[src/rtl/uart_fifo_pkg.sv]
// uart_fifo_pkg: register map, control bit positions and TX drain FSM states.
// Rev 1.0
`default_nettype none

package uart_fifo_pkg;

   localparam logic [1:0] UART_RX   = 2'b00;
   localparam logic [1:0] UART_RXCR = 2'b01;
   localparam logic [1:0] UART_TX   = 2'b10;
   localparam logic [1:0] UART_TXCR = 2'b11;

   localparam int FLUSH_BIT    = 7;
   localparam int CLEAR_BIT    = 6;
   localparam int LOOPBACK_BIT = 5;

   typedef enum logic [1:0] {
      TX_IDLE  = 2'd0,
      TX_START = 2'd1,
      TX_HOLD  = 2'd2
   } tx_state_t;

endpackage

`default_nettype wire

[src/rtl/async_receiver.sv]
// async_receiver: oversampling 8N1 serial receiver with input synchroniser.
// Rev 1.0
`default_nettype none

module async_receiver #(
   parameter int ClkFrequency = 25000000,
   parameter int Baud         = 115200,
   parameter int Oversampling = 16
) (
   input  logic       clk,
   input  logic       rst,
   input  logic       rxd,
   output logic       rx_data_ready,
   output logic [7:0] rx_data,
   output logic       rx_idle
);

   localparam int TICK_CLKS = ClkFrequency / (Baud * Oversampling);
   localparam int TW        = $clog2(TICK_CLKS + 1);
   localparam int OW        = $clog2(Oversampling);
   localparam logic [TW-1:0] TICK_LAST = TW'(TICK_CLKS - 1);
   localparam logic [TW-1:0] TICK_ONE  = TW'(1);
   localparam logic [OW-1:0] OS_MID    = OW'(Oversampling / 2 - 1);
   localparam logic [OW-1:0] OS_LAST   = OW'(Oversampling - 1);
   localparam logic [OW-1:0] OS_ONE    = OW'(1);

   logic [1:0]    sync;
   logic [TW-1:0] tick_cnt;
   logic          tick;
   logic          busy;
   logic [OW-1:0] os_cnt;
   logic [3:0]    bit_cnt;

   assign tick    = (tick_cnt == TICK_LAST);
   assign rx_idle = !busy;

   always_ff @(posedge clk) begin
      if (rst) begin
         sync          <= 2'b11;
         tick_cnt      <= '0;
         busy          <= 1'b0;
         os_cnt        <= '0;
         bit_cnt       <= '0;
         rx_data       <= '0;
         rx_data_ready <= 1'b0;
      end else begin
         sync          <= {sync[0], rxd};
         tick_cnt      <= tick ? '0 : tick_cnt + TICK_ONE;
         rx_data_ready <= 1'b0;
         if (tick) begin
            if (!busy) begin
               if (!sync[1]) begin
                  busy    <= 1'b1;
                  os_cnt  <= '0;
                  bit_cnt <= '0;
               end
            end else begin
               os_cnt <= (os_cnt == OS_LAST) ? '0 : os_cnt + OS_ONE;
               if (os_cnt == OS_MID) begin
                  bit_cnt <= bit_cnt + 4'd1;
                  // A start bit that is high again at mid-bit was a glitch.
                  if (bit_cnt == 4'd0) begin
                     if (sync[1]) busy <= 1'b0;
                  end else if (bit_cnt == 4'd9) begin
                     busy          <= 1'b0;
                     rx_data_ready <= sync[1];
                  end else begin
                     rx_data <= {sync[1], rx_data[7:1]};
                  end
               end
            end
         end
      end
   end

endmodule

`default_nettype wire

[src/rtl/async_transmitter.sv]
// async_transmitter: 8N1 serial transmitter, one start, eight data, one stop bit.
// Rev 1.0
`default_nettype none

module async_transmitter #(
   parameter int ClkFrequency = 25000000,
   parameter int Baud         = 115200
) (
   input  logic       clk,
   input  logic       rst,
   input  logic       tx_start,
   input  logic [7:0] tx_data,
   output logic       txd,
   output logic       tx_busy
);

   localparam int BIT_CLKS = ClkFrequency / Baud;
   localparam int BW       = $clog2(BIT_CLKS + 1);
   localparam logic [BW-1:0] BIT_LAST = BW'(BIT_CLKS - 1);
   localparam logic [BW-1:0] CNT_ONE  = BW'(1);

   logic [BW-1:0] baud_cnt;
   logic [3:0]    bit_cnt;
   logic [8:0]    shreg;

   always_ff @(posedge clk) begin
      if (rst) begin
         txd      <= 1'b1;
         tx_busy  <= 1'b0;
         baud_cnt <= '0;
         bit_cnt  <= '0;
         shreg    <= '1;
      end else if (!tx_busy) begin
         if (tx_start) begin
            tx_busy  <= 1'b1;
            txd      <= 1'b0;
            shreg    <= {1'b1, tx_data};
            baud_cnt <= '0;
            bit_cnt  <= '0;
         end
      end else if (baud_cnt == BIT_LAST) begin
         baud_cnt <= '0;
         // Busy stays up through the whole stop bit.
         if (bit_cnt == 4'd9) begin
            tx_busy <= 1'b0;
         end else begin
            bit_cnt <= bit_cnt + 4'd1;
            txd     <= shreg[0];
            shreg   <= {1'b1, shreg[8:1]};
         end
      end else begin
         baud_cnt <= baud_cnt + CNT_ONE;
      end
   end

endmodule

`default_nettype wire

[src/rtl/uart_sync_fifo.sv]
// uart_sync_fifo: synchronous FIFO with flush, full/empty flags and fill level.
// Rev 1.0
`default_nettype none

module uart_sync_fifo #(
   parameter int WIDTH = 8,
   parameter int DEPTH = 16
) (
   input  logic                    clk,
   input  logic                    rst,
   input  logic                    push,
   input  logic                    pop,
   input  logic                    flush,
   input  logic [WIDTH-1:0]        din,
   output logic [WIDTH-1:0]        head,
   output logic                    full,
   output logic                    empty,
   output logic [$clog2(DEPTH):0]  level
);

   localparam int AW = $clog2(DEPTH);
   localparam logic [AW:0] PTR_ONE = (AW+1)'(1);

   logic [WIDTH-1:0] mem [DEPTH];
   logic [AW:0]      wr_ptr;
   logic [AW:0]      rd_ptr;
   logic             do_push;
   logic             do_pop;

   assign empty = (wr_ptr == rd_ptr);
   assign full  = (wr_ptr[AW] != rd_ptr[AW]) && (wr_ptr[AW-1:0] == rd_ptr[AW-1:0]);
   assign level = wr_ptr - rd_ptr;
   assign head  = mem[rd_ptr[AW-1:0]];

   // A pop frees the slot being written, so a full FIFO may still accept a push.
   assign do_pop  = pop && !empty && !flush;
   assign do_push = push && (!full || do_pop) && !flush;

   always_ff @(posedge clk) begin
      if (rst || flush) begin
         wr_ptr <= '0;
         rd_ptr <= '0;
      end else begin
         if (do_push) wr_ptr <= wr_ptr + PTR_ONE;
         if (do_pop)  rd_ptr <= rd_ptr + PTR_ONE;
      end
   end

   always_ff @(posedge clk) begin
      if (do_push) mem[wr_ptr[AW-1:0]] <= din;
   end

endmodule

`default_nettype wire

[src/rtl/uart_fifo.sv]
// uart_fifo: Apple-1 PIA-style serial console with RX/TX FIFOs, sticky overruns and CTS.
// Rev 1.0 -- optional loopback enabled by defining UART_FIFO_LOOPBACK_EN.
`default_nettype none

module uart_fifo
   import uart_fifo_pkg::*;
#(
   parameter int ClkFrequency = 25000000,
   parameter int Baud         = 115200,
   parameter int Oversampling = 16,
   parameter int RxDepth      = 16,
   parameter int TxDepth      = 16,
   parameter int CtsMargin    = 4,
   parameter int SkipFirstTx  = 1
) (
   input  logic       clk,
   input  logic       rst,
   input  logic       enable,
   input  logic [1:0] address,
   input  logic       w_en,
   input  logic [7:0] din,
   output logic [7:0] dout,
   input  logic       uart_rx,
   output logic       uart_tx,
   output logic       uart_cts
);

   localparam int RAW = $clog2(RxDepth);
   localparam logic [RAW:0] CTS_LEVEL = (RAW+1)'(RxDepth - CtsMargin);

   logic rd_acc, wr_acc, flush, clear;
   logic rx_pop, rx_full, rx_empty;
   logic [RAW:0] rx_level;
   logic [7:0] rx_head, rx_data, last_rx;
   logic rx_data_ready, rx_idle, rx_overrun;
   logic tx_push, tx_pop, tx_full, tx_empty, tx_ovf;
   logic [$clog2(TxDepth):0] tx_level;
   logic [7:0] tx_head, tx_data;
   logic tx_start, tx_busy, txd, rx_in, loopback, skip_armed;
   tx_state_t tx_state;

   assign rd_acc  = enable && !w_en;
   assign wr_acc  = enable && w_en;
   assign flush   = wr_acc && (address == UART_TXCR) && din[FLUSH_BIT];
   assign clear   = wr_acc && (address == UART_TXCR) && din[CLEAR_BIT];
   assign rx_pop  = rd_acc && (address == UART_RX);
   assign tx_push = wr_acc && (address == UART_TX) && !skip_armed;
   assign tx_pop  = (tx_state == TX_IDLE) && (tx_level != '0) && !tx_busy && !flush;

   assign uart_cts = !rx_idle || (rx_level >= CTS_LEVEL);

   uart_sync_fifo #(.WIDTH(8), .DEPTH(RxDepth)) u_rx_fifo (
      .clk(clk), .rst(rst), .push(rx_data_ready), .pop(rx_pop), .flush(flush),
      .din(rx_data), .head(rx_head), .full(rx_full), .empty(rx_empty), .level(rx_level)
   );

   uart_sync_fifo #(.WIDTH(8), .DEPTH(TxDepth)) u_tx_fifo (
      .clk(clk), .rst(rst), .push(tx_push), .pop(tx_pop), .flush(flush),
      .din({1'b0, din[6:0]}), .head(tx_head), .full(tx_full), .empty(tx_empty), .level(tx_level)
   );

   async_transmitter #(.ClkFrequency(ClkFrequency), .Baud(Baud)) u_tx (
      .clk(clk), .rst(rst), .tx_start(tx_start), .tx_data(tx_data), .txd(txd), .tx_busy(tx_busy)
   );

   async_receiver #(.ClkFrequency(ClkFrequency), .Baud(Baud), .Oversampling(Oversampling)) u_rx (
      .clk(clk), .rst(rst), .rxd(rx_in), .rx_data_ready(rx_data_ready), .rx_data(rx_data), .rx_idle(rx_idle)
   );

`ifdef UART_FIFO_LOOPBACK_EN
   always_ff @(posedge clk) begin
      if (rst)                                   loopback <= 1'b0;
      else if (wr_acc && address == UART_TXCR)   loopback <= din[LOOPBACK_BIT];
   end
   assign rx_in   = loopback ? txd : uart_rx;
   assign uart_tx = loopback ? 1'b1 : txd;
`else
   assign loopback = 1'b0;
   assign rx_in    = uart_rx;
   assign uart_tx  = txd;
`endif

   // Sticky flags; a set in the same cycle as a clear takes precedence.
   always_ff @(posedge clk) begin
      if (rst) begin
         rx_overrun <= 1'b0;
         tx_ovf     <= 1'b0;
         skip_armed <= (SkipFirstTx != 0);
         last_rx    <= '0;
      end else begin
         if (clear) begin
            rx_overrun <= 1'b0;
            tx_ovf     <= 1'b0;
         end
         if (rx_data_ready && rx_full && !rx_pop && !flush) rx_overrun <= 1'b1;
         if (tx_push && tx_full && !tx_pop && !flush)       tx_ovf     <= 1'b1;
         if (wr_acc && address == UART_TX)                  skip_armed <= 1'b0;
         if (rx_pop && !rx_empty && !flush)                 last_rx    <= rx_head;
      end
   end

   always_ff @(posedge clk) begin
      if (rst) begin
         dout <= '0;
      end else begin
         case (address)
            UART_RX:   dout <= (rx_empty ? last_rx : rx_head) | 8'h80;
            UART_RXCR: dout <= {!rx_empty, rx_overrun, 6'b0};
            UART_TX:   dout <= {tx_full, 7'b0};
            default: begin
               dout               <= {tx_empty, tx_ovf, 6'b0};
               dout[LOOPBACK_BIT] <= loopback;
            end
         endcase
      end
   end

   // START exists so busy, which rises a cycle after tx_start, is seen by HOLD.
   always_ff @(posedge clk) begin
      if (rst) begin
         tx_state <= TX_IDLE;
         tx_start <= 1'b0;
         tx_data  <= '0;
      end else begin
         case (tx_state)
            TX_IDLE: begin
               if (tx_pop) begin
                  tx_data  <= tx_head;
                  tx_start <= 1'b1;
                  tx_state <= TX_START;
               end
            end
            TX_START: begin
               tx_start <= 1'b0;
               tx_state <= TX_HOLD;
            end
            TX_HOLD: begin
               if (!tx_busy) tx_state <= TX_IDLE;
            end
            default: begin
               tx_start <= 1'b0;
               tx_state <= TX_IDLE;
            end
         endcase
      end
   end

endmodule

`default_nettype wire

[config.mk]
export PLATFORM = sky130hd
export DESIGN_NAME = uart_fifo
export DESIGN_NICKNAME = d
export VERILOG_FILES = /design/src/rtl/uart_fifo_pkg.sv /design/src/rtl/async_receiver.sv /design/src/rtl/async_transmitter.sv /design/src/rtl/uart_sync_fifo.sv /design/src/rtl/uart_fifo.sv
export SDC_FILE = /design/constraint.sdc
export NUM_CORES = 1
export LEC_CHECK = 0
export BUFFER_PORTS_ARGS = -buffer_cell sky130_fd_sc_hd__buf_4
export CORE_MARGIN = 2
export CORE_UTILIZATION = 59
export CTS_CLUSTER_DIAMETER = 100
export DETAILED_ROUTE_END_ITERATION = 12
export PLACE_DENSITY = 0.74
export SLEW_MARGIN = 20
export SYNTH_ARGS = -nofsm -noshare
export SYNTH_HDL_FRONTEND = slang
export SYNTH_HIERARCHICAL = 1
export SYNTH_SLANG_ARGS = --single-unit
export TNS_END_PERCENT = 100
[constraint.sdc]
create_clock -name clk -period 4.41 [get_ports clk]
set_input_delay 0.882 -clock clk [delete_from_list [all_inputs] [get_ports clk]]
set_output_delay 0.882 -clock clk [all_outputs]
set_load 0.05 [all_outputs]
==> key figures, run 1 <==
Status
  • Status: finished, final reports clean

Clock network
  • Sink Count: 343
  • Max Buffers Root-to-Sink: 3
  • Root Driver: clkbuf_16
  • Hold-fix buffers at CTS: 0
  • Clock latency on the worst-skew pair: 0.53 ns
  • Post-cts sizing count: 0
  • Num CTS Buffers: 35
  • Post-CTS setup buffer count: 0
  • Reg clk slew, reported paths: 0.06 ns
  • CTS tree: built
  • CTS H-tree depth: 2

Global routing
  • GRT Residual Overflow: 0
  • Global-route wire length before repair: 44900 um
  • GRT Total Usage: 22.8%
  • Vias in the first global route: 8121
  • Largest net degree at the start of global routing: 88
  • Initial antenna violation count: 0

STA
  • Setup TNS: 0 ns
  • Relative slew slack: 40.8%
  • Hold Vio Cnt, Final: 0
  • Clock skew: 0.0309 ns
  • RSZ-0062 raised after global routing: false
  • Tmin final: 3.58 ns
  • Max-slew violation count: 0
  • Max Fclk: 279 MHz
  • Final period util: 81.2%
  • Measured slew at the worst slew-check pin: 0.887 ns
  • Setup violations, final: 0

Worst setup path
  • Crit end category: flip-flop
  • Worst r2r src: u_tx_fifo/wr_ptr[0]
  • Worst setup path start: u_tx_fifo/wr_ptr[0]
  • CP required: 4.62 ns
  • Critical Path Start Type: flip-flop
  • Slowest Stage Delay on Critical Path: 0.47 ns
  • Largest fanout on the critical path: 14
  • Arrival @ worst endpoint: 3.79 ns
  • Crit path kind: reg -> reg
  • Slowest cell on crit path: or3_4
  • Most Frequent Cell on Critical Path: inv_1
  • Crit-path cells: inv_1, ha_1, inv_1, fa_1, a21o_1, a21oi_1, xnor2_1, or4_1, o21ai_4, nor2_8, or3_4, and4_4, and2_1

Drt
  • Starting DRC count in detailed routing: 823
  • Pre-antenna DRT Iters: 5
  • Final WL: 28200 um
  • Wire per inst: 20.9 um
  • DR DRC count: 0
  • Via-to-Cell Ratio: 6.00
  • ANT nets after route: 0
  • Detailed-route via count: 8087

Pwr
  • P_leak: 5.41 nW
  • Peak VDD IR: 441 uV
  • Power Density: 414 nW/um^2
  • Power, Total: 6.60 mW

Final layout
  • Filler instances: 1625
  • Antenna diode count: 0
  • Synth-to-layout area growth: 12.0%
  • Post-layout net count: 1048
  • Fraction of layout cells with a size suffix above 1: 16.4%

Floorplanning
  • Die Area: 25400 um^2
  • Chip Width: 159 um
  • Core area: 23500 um^2
  • Rows: 56
  • Initial core utilization: 60.4%
  • Die Y: 159 um
  • Ports: 25

Min path
  • Hold path start: u_rx/sync[0]
  • Hold Path Class: reg -> reg

Flow run
  • Max-cap violation count: 0

Placement
  • Final RePlAce weighted congestion: 0.818
  • Final HPWL DP: 18000 um
  • I/O Buffers: 24

Synthesis
  • Syn avg cell area: 14.8 um^2
  • Synth Cell Area: 14200 um^2
  • Synth Warn #: 6
  • Synth Instances: 963
==> state kept, by name, summed over array words and instances (netlist names), 7 cells and up, named ones only <==
signal and count:
dout 8, u_tx_fifo/mem 128, tx_data 8, u_rx_fifo/mem 112, u_rx/rx_data 8, u_tx/baud_cnt 8, last_rx 7, u_tx/shreg 8
==> where the power goes <==
group | internal (mW) | leakage [nW] | switching, mW | total, mW
sequential | 3.43 | 3.02 | 0.00454 | 3.43
clock | 1.88 | 0.584 | 1.21 | 3.09
combinational | 0.0249 | 1.81 | 0.0539 | 0.0787
total | 5.33 | 5.41 | 1.27 | 6.60
==> placed cells by master, fill, tap and decap left out, drive strengths merged, types with 13 or more instances in the layout <==
cell / n
nand2: 46
nor2: 90
nand2b: 21
nor3: 17
mux2i: 33
a22oi: 30
inv: 29
conb: 16
dfxtp: 103
ha: 28
buf: 29
xnor2: 13
a21oi: 36
and2: 17
mux4: 60
edfxtp: 240
clkinv: 14
o21ai: 19
clkbuf: 38
==> through the flow <==
stage          util (%)  setup slack [ns]  area [um^2]  cells  hold slack (ns)
5_1_grt            67.7             0.650        15900   1348            0.448
6_report           67.7             0.828        15900   1348            0.409
3_3_place_gp       62.5             0.944        14700   1285            0.392
3_5_place_dp       62.5             0.877        14700   1285            0.399
4_1_cts            67.7             0.854        15900   1348            0.410
2_1_floorplan         -              1.14        14300    978            0.389
==> routing by layer <==
layer / vias to the layer above / track usage [%] / share of wire, %
met5: - / 0 / 0
met4: 0 / 7.93 / 2.7
met3: 58 / 3.20 / 5.8
met2: 291 / 38.5 / 50
met1: 3999 / 30.7 / 41
li1: 3739 / - / -
==> worst paths after layout <==
check / to / slack (ns) / cells past startpoint
hold / removal: u_rx/sync[1] / 0.41 / 1
hold reg to reg: u_rx/sync[1] / 0.41 / 1
setup / recovery: u_tx_fifo/mem[14][4] / 0.83 / 13
setup reg to reg: u_tx_fifo/mem[14][4] / 0.83 / 13
==> critical path: cells and delay by family, from the launching register on <==
kind,cells,cell delay [ns]
AOI/OAI and AO/OA,3,0.57
xor gates and xnor gates,1,0.07
adders and majority gates,2,0.56
buffers and inverters,2,0.21
DFF,1,0.35
and+or+nand+nor,5,1.52
==> final cells by class <==
type / instances / area, um^2 / area share (%)
clock buffer: 38 / 887 / 5.57
clock inverter: 25 / 330 / 2.07
inverter: 29 / 109 / 0.683
multi-input combinational: 565 / 4730 / 29.6
sequential: 343 / 9270 / 58.2
tap: 319 / 399 / 2.50
timing repair buffer: 29 / 218 / 1.37
Power figures use the tool's default switching activity.
==> run 2, diff against run 1 <==
- clock period: 4.41 -> 3.5 ns (I/O delays scaled with it)
==> key figures, run 2 (synthesized netlist as in run 1, its figures left out) <==
STA
  • Setup ws final: 0.125 ns (-0.703 ns)
  • Hold Vio Cnt, Final: 0 (unchanged)
  • Tmin final: 3.37 ns (-0.207 ns)
  • Final period util: 96.4% (+15 points)
  • Relative slew slack: 40.9% (+0.14 points)
  • RSZ-0062 raised after global routing: false
  • Measured slew at the worst slew-check pin: 0.885 ns (-0.00279 ns)
  • Hold_ws: 0.381 ns (-0.0286 ns)
  • Max Fclk: 296 MHz (+6.1%)
  • Max-slew violation count: 0 (unchanged)
  • Clock skew: 0.0315 ns (+0.000568 ns)
  • Setup violations, final: 0 (unchanged)
  • Setup TNS: 0 ns (unchanged)

Global routing
  • GRT Residual Overflow: 0 (unchanged)
  • Largest net degree at the start of global routing: 51 (-42%)
  • GRT Total Usage: 22.6% (-0.21 points)
  • Vias in the first global route: 8186 (+0.80%)
  • Initial antenna violation count: 0 (unchanged)
  • Global-route wire length before repair: 44700 um (-0.25%)

Final layout
  • Post-layout net count: 1068 (+1.9%)
  • Final core utilization: 68.6% (+0.90 points)
  • Most common cell after layout, fill and taps aside: edfxtp_1
  • Antenna diode count: 0 (unchanged)
  • Number of flip-flops in the largest register: 128 (unchanged)
  • Commonest non-fill, non-tap cells in the layout: edfxtp_1 (240), dfxtp_1 (101), nor2_1 (88), mux4_2 (60), buf_4 (48)
  • Synth-to-layout area growth: 13.5%
  • Fraction of layout cells with a size suffix above 1: 18.3% (+1.8 points)

Placement
  • Final HPWL DP: 18200 um (+0.82%)
  • Final RePlAce weighted congestion: 0.830 (+1.5%)
  • Pre-CTS WS: 0.140 ns (-0.736 ns)
  • I/O Buffers: 24 (unchanged)

Clock network
  • Post-CTS setup buffer count: 0 (unchanged)
  • Reg clk slew, reported paths: 0.06 ns (about the same)
  • Root Driver: clkbuf_16
  • Clock latency on the worst-skew pair: 0.53 ns (about the same)
  • Max Buffers Root-to-Sink: 3 (unchanged)
  • Num CTS Buffers: 36 (+2.9%)
  • Sink Count: 343 (unchanged)
  • CTS tree: built
  • CTS H-tree depth: 2 (unchanged)
  • Hold-fix buffers at CTS: 0 (unchanged)

Floorplanning
  • Core area: 23500 um^2 (unchanged)
  • Rows: 56 (unchanged)
  • Initial core utilization: 60.4% (unchanged)
  • Die Y: 159 um (unchanged)
  • Chip Width: 159 um (unchanged)
  • Ports: 25 (unchanged)
  • Die Area: 25400 um^2 (unchanged)

Drt
  • Starting DRC count in detailed routing: 833 (+1.2%)
  • Via-to-Cell Ratio: 5.89 (-1.8%)
  • DR DRC count: 0 (unchanged)
  • Pre-antenna DRT Iters: 5 (unchanged)
  • Detailed-route via count: 8070 (-0.21%)
  • Wire per inst: 20.4 um (-2.3%)
  • Final WL: 28000 um (-0.75%)
  • ANT nets after route: 0 (unchanged)

Worst setup path
  • CP required: 3.72 ns (-0.90 ns)
  • CP top delay family: simple AND/OR/NAND/NOR gates
  • Critical Path Start Type: flip-flop
  • Crit path buf inv count: 1 (-1)
  • Slowest cell on crit path: or4_1
  • Crit-path cells: ha_1, inv_1, fa_1, a21o_1, a21oi_1, xnor2_1, or4_1, o21ai_4, nor2_8, or3_4, and4_4, and2_1
  • Slowest Stage Delay on Critical Path: 0.46 ns (about the same)
  • R2R setup slack: 0.13 ns (-0.70 ns)
  • Crit end category: flip-flop
  • Crit path kind: reg -> reg
  • Arrival @ worst endpoint: 3.60 ns (-0.19 ns)
  • Largest fanout on the critical path: 8 (-6)

Pwr
  • P_leak: 5.56 nW (+2.7%)
  • Peak VDD IR: 561 uV (+27%)
  • Power Density: 524 nW/um^2 (+26%)

Flow run
  • Max-cap violation count: 0 (unchanged)

Status
  • Status: finished, final reports clean

Min path
  • Hold Path Class: in -> reg
[run 2: cell types whose count changed in the layout (fill, tap and decap cells not counted), moves of 2 or more]
cell / before / now
buf_4: 29 / 48
clkinv_1: 5 / 2
clkinvlp_4: 4 / 0
inv_6: 0 / 2
clkinv_2: 6 / 4
clkbuf_1: 3 / 7
clkbuf_8: 0 / 6
[run 2: cell type report]
| type | count | area [um^2] |
|---|---|---|
| clock inverters | 17 | 268 |
| multi-input cells | 565 | 4730 |
| clock buffers | 49 | 1010 |
| well taps | 319 | 399 |
| inverters | 29 | 109 |
| flip-flops and latches | 343 | 9270 |
| fillers | 1595 | 7390 |
| repair buffers | 48 | 360 |
[run 2: per-layer routing]
metal,up-vias,global-route usage (%),share of wire (%)
li1,3772,-,-
met1,3999,30.4,42
met2,234,37.0,49
met3,65,4.38,5.7
met4,0,8.18,3.1
met5,-,0,0
[run 2: worst paths after layout]
check	from	to	depth (start not counted)
setup / recovery	u_tx_fifo/rd_ptr[0]	u_tx_fifo/mem[13][4]	12
setup reg to reg	u_tx_fifo/rd_ptr[0]	u_tx_fifo/mem[13][4]	12
hold reg to reg	u_rx/sync[0]	u_rx/sync[1]	1
hold / removal	uart_rx	u_rx/sync[0]	2
[run 2: metrics by stage]
stage | power, mW | cell area, um^2 | instances
final | 8.46 | 16200 | 1370
after global routing | 8.69 | 16200 | 1370
after CTS | 8.52 | 16100 | 1370
after detailed placement | 4.51 | 14900 | 1304
after global placement | 4.51 | 14900 | 1304
after floorplan | 4.46 | 14300 | 978
[run 2: timing repair]
item	in CTS	in global routing
endpoints found under the setup margin	0	16
hold endpoints to repair	0	0
gates resized for setup	0	2
[run 2: worst reg2reg max path: stages, from the launching register on]
cell and delay [ns]:
dfxtp_1 0.41, ha_1 0.17, inv_1 0.06, fa_1 0.41, a21o_1 0.17, a21oi_1 0.17
xnor2_1 0.07, or4_1 0.46, o21ai_4 0.23, nor2_8 0.05, or3_4 0.42, and4_4 0.21
and2_1 0.27
[run 2: power by group]
group / internal, mW / total (mW) / switching (mW)
Combinational: 0.0325 / 0.102 / 0.0696
Clock: 2.49 / 4.03 / 1.54
Sequential: 4.32 / 4.32 / 0.00536
Total: 6.84 / 8.46 / 1.61
==> run 3, diff against run 2 <==
- CORE_UTILIZATION: 59 -> 63
- PLACE_DENSITY: 0.74 -> 0.79
==> key figures, run 3 (synthesized netlist as in run 1, its figures left out) <==
Final layout
  • FF/Latch Area: 9270 um^2 (about the same)
  • Multi-input gate area: 4730 um^2 (about the same)
  • Fraction of layout cells with a size suffix above 1: 18.6% (+0.32 points)
  • Commonest non-fill, non-tap cells in the layout: edfxtp_1 (240), dfxtp_1 (100), nor2_1 (88), mux4_2 (60), buf_4 (50)
  • Number of flip-flops in the largest register: 128 (unchanged)
  • Post-route insts no fill: 1329 (-3.0%)
  • Post-layout net count: 1068 (unchanged)
  • Filler instances: 1410 (-12%)
  • Synth-to-layout area growth: 12.4%
  • Most common cell after layout, fill and taps aside: edfxtp_1
  • Antenna diode count: 0 (unchanged)

Drt
  • Detailed-route via count: 8160 (+1.1%)
  • Pre-antenna DRT Iters: 5 (unchanged)
  • Final WL: 28200 um (+0.70%)
  • Via-to-Cell Ratio: 6.14 (+4.2%)
  • Wire per inst: 21.2 um (+3.8%)
  • Starting DRC count in detailed routing: 765 (-8.2%)
  • ANT nets after route: 0 (unchanged)
  • DR DRC count: 0 (unchanged)

Placement
  • DP Cell Count: 1267 (-2.8%)
  • Final HPWL DP: 18500 um (+1.9%)
  • Final RePlAce weighted congestion: 0.902 (+8.6%)
  • Pre-CTS WS: 0.134 ns (-0.00612 ns)
  • I/O Buffers: 24 (unchanged)

STA
  • Setup ws final: 0.141 ns (+0.0154 ns)
  • Clock skew: 0.0226 ns (-0.00889 ns)
  • Measured slew at the worst slew-check pin: 0.907 ns (+0.0223 ns)
  • Hold_ws: 0.377 ns (-0.00409 ns)
  • Max Fclk: 298 MHz (+0.46%)
  • Relative slew slack: 38.7% (-2.3 points)
  • Setup violations, final: 0 (unchanged)
  • Max-slew violation count: 0 (unchanged)
  • RSZ-0062 raised after global routing: false
  • Final period util: 96.0% (-0.44 points)
  • Tmin final: 3.36 ns (-0.0154 ns)
  • Setup TNS: 0 ns (unchanged)
  • Hold Vio Cnt, Final: 0 (unchanged)

Floorplanning
  • Die Y: 154 um (-3.1%)
  • Die Area: 23800 um^2 (-6.2%)
  • Initial core utilization: 64.6% (+4.2 points)
  • Rows: 54 (-3.6%)
  • Core area: 22000 um^2 (-6.4%)
  • Ports: 25 (unchanged)
  • Chip Width: 154 um (-3.1%)

Clock network
  • Num CTS Buffers: 34 (-5.6%)
  • Clock latency on the worst-skew pair: 0.52 ns (about the same)
  • Post-cts sizing count: 0 (unchanged)
  • Hold-fix buffers at CTS: 0 (unchanged)
  • Root Driver: clkbuf_16
  • Reg clk slew, reported paths: 0.06 ns (about the same)
  • Sink Count: 343 (unchanged)
  • CTS H-tree depth: 2 (unchanged)
  • Max Buffers Root-to-Sink: 3 (unchanged)
  • Post-CTS setup buffer count: 0 (unchanged)
  • CTS tree: built

Worst setup path
  • Largest fanout on the critical path: 8 (unchanged)
  • Crit path kind: reg -> reg
  • Critical Path Start Type: flip-flop
  • R2R setup slack: 0.14 ns (+0.02 ns)
  • Arrival @ worst endpoint: 3.60 ns (about the same)
  • CP required: 3.74 ns (+0.02 ns)
  • Crit end category: flip-flop

Pwr
  • P_leak: 5.51 nW (-0.88%)
  • Peak VDD IR: 594 uV (+5.7%)
  • Power Density: 505 nW/um^2 (-3.5%)

Global routing
  • Vias in the first global route: 8060 (-1.5%)
  • GRT Total Usage: 24.3% (+1.7 points)
  • Initial antenna violation count: 0 (unchanged)
  • Global-route wire length before repair: 44400 um (-0.77%)
  • GRT Residual Overflow: 0 (unchanged)
  • Largest net degree at the start of global routing: 65 (+27%)

Status
  • Status: finished, final reports clean

Min path
  • Hold Path Class: in -> reg

Flow run
  • Max-cap violation count: 0 (unchanged)
## run 3: cell count changes in the layout (fill, tap and decap cells not counted), moves of 2 or more
cell and delta:
clkinv_2 +3, buf_4 +2, and2_1 -2, clkinvlp_4 +2, and2_2 +2, clkbuf_8 -2
clkbuf_1 -2, bufinv_16 -4
## run 3: where the power goes
group          internal, mW  switching [mW]
Clock                  2.17            1.48
Combinational        0.0325          0.0700
Sequential             4.32         0.00550
Total                  6.52            1.56
## run 3: routing by layer
layer / track usage (%) / part of all wire, %
met5: 0 / 0
met4: 7.23 / 2.1
met3: 4.12 / 6.2
met2: 41.2 / 51
met1: 32.8 / 41
## run 3: metrics by stage
step	util [%]	power (mW)	cell area, um^2
after floorplan	-	4.46	14300
after global placement	67.3	4.51	14800
after detailed placement	67.3	4.51	14800
after CTS	72.6	8.15	16000
after global routing	72.6	8.33	16000
final	72.6	8.08	16000
## run 3: final cells by class
type / count / share of cell area, %
tap: 280 / 2.19
clock buffer: 46 / 6.25
clock inverter: 16 / 0.954
sequential: 343 / 58.0
timing repair buffer: 50 / 2.35
multi-input combinational: 565 / 29.6
inverter: 29 / 0.681
## run 3: worst paths after layout
path                       startpoint                   end  depth (start not counted)
setup / recovery  u_tx_fifo/wr_ptr[0]  u_tx_fifo/mem[13][5]                         13
setup reg to reg  u_tx_fifo/wr_ptr[0]  u_tx_fifo/mem[13][5]                         13
hold reg to reg          u_rx/sync[0]          u_rx/sync[1]                          1
hold / removal                uart_rx          u_rx/sync[0]                          2
## run 3: critical path, cell delays in order, from the launching register on
cell and delay [ns]:
dfxtp_1 0.34, inv_1 0.10, ha_1 0.14, inv_1 0.05, fa_1 0.40, a21o_1 0.18, a21oi_1 0.16, xnor2_1 0.08
or4_4 0.44, o21ai_4 0.25, nor2_8 0.06, or3_4 0.42, and4_4 0.21, and2_2 0.27
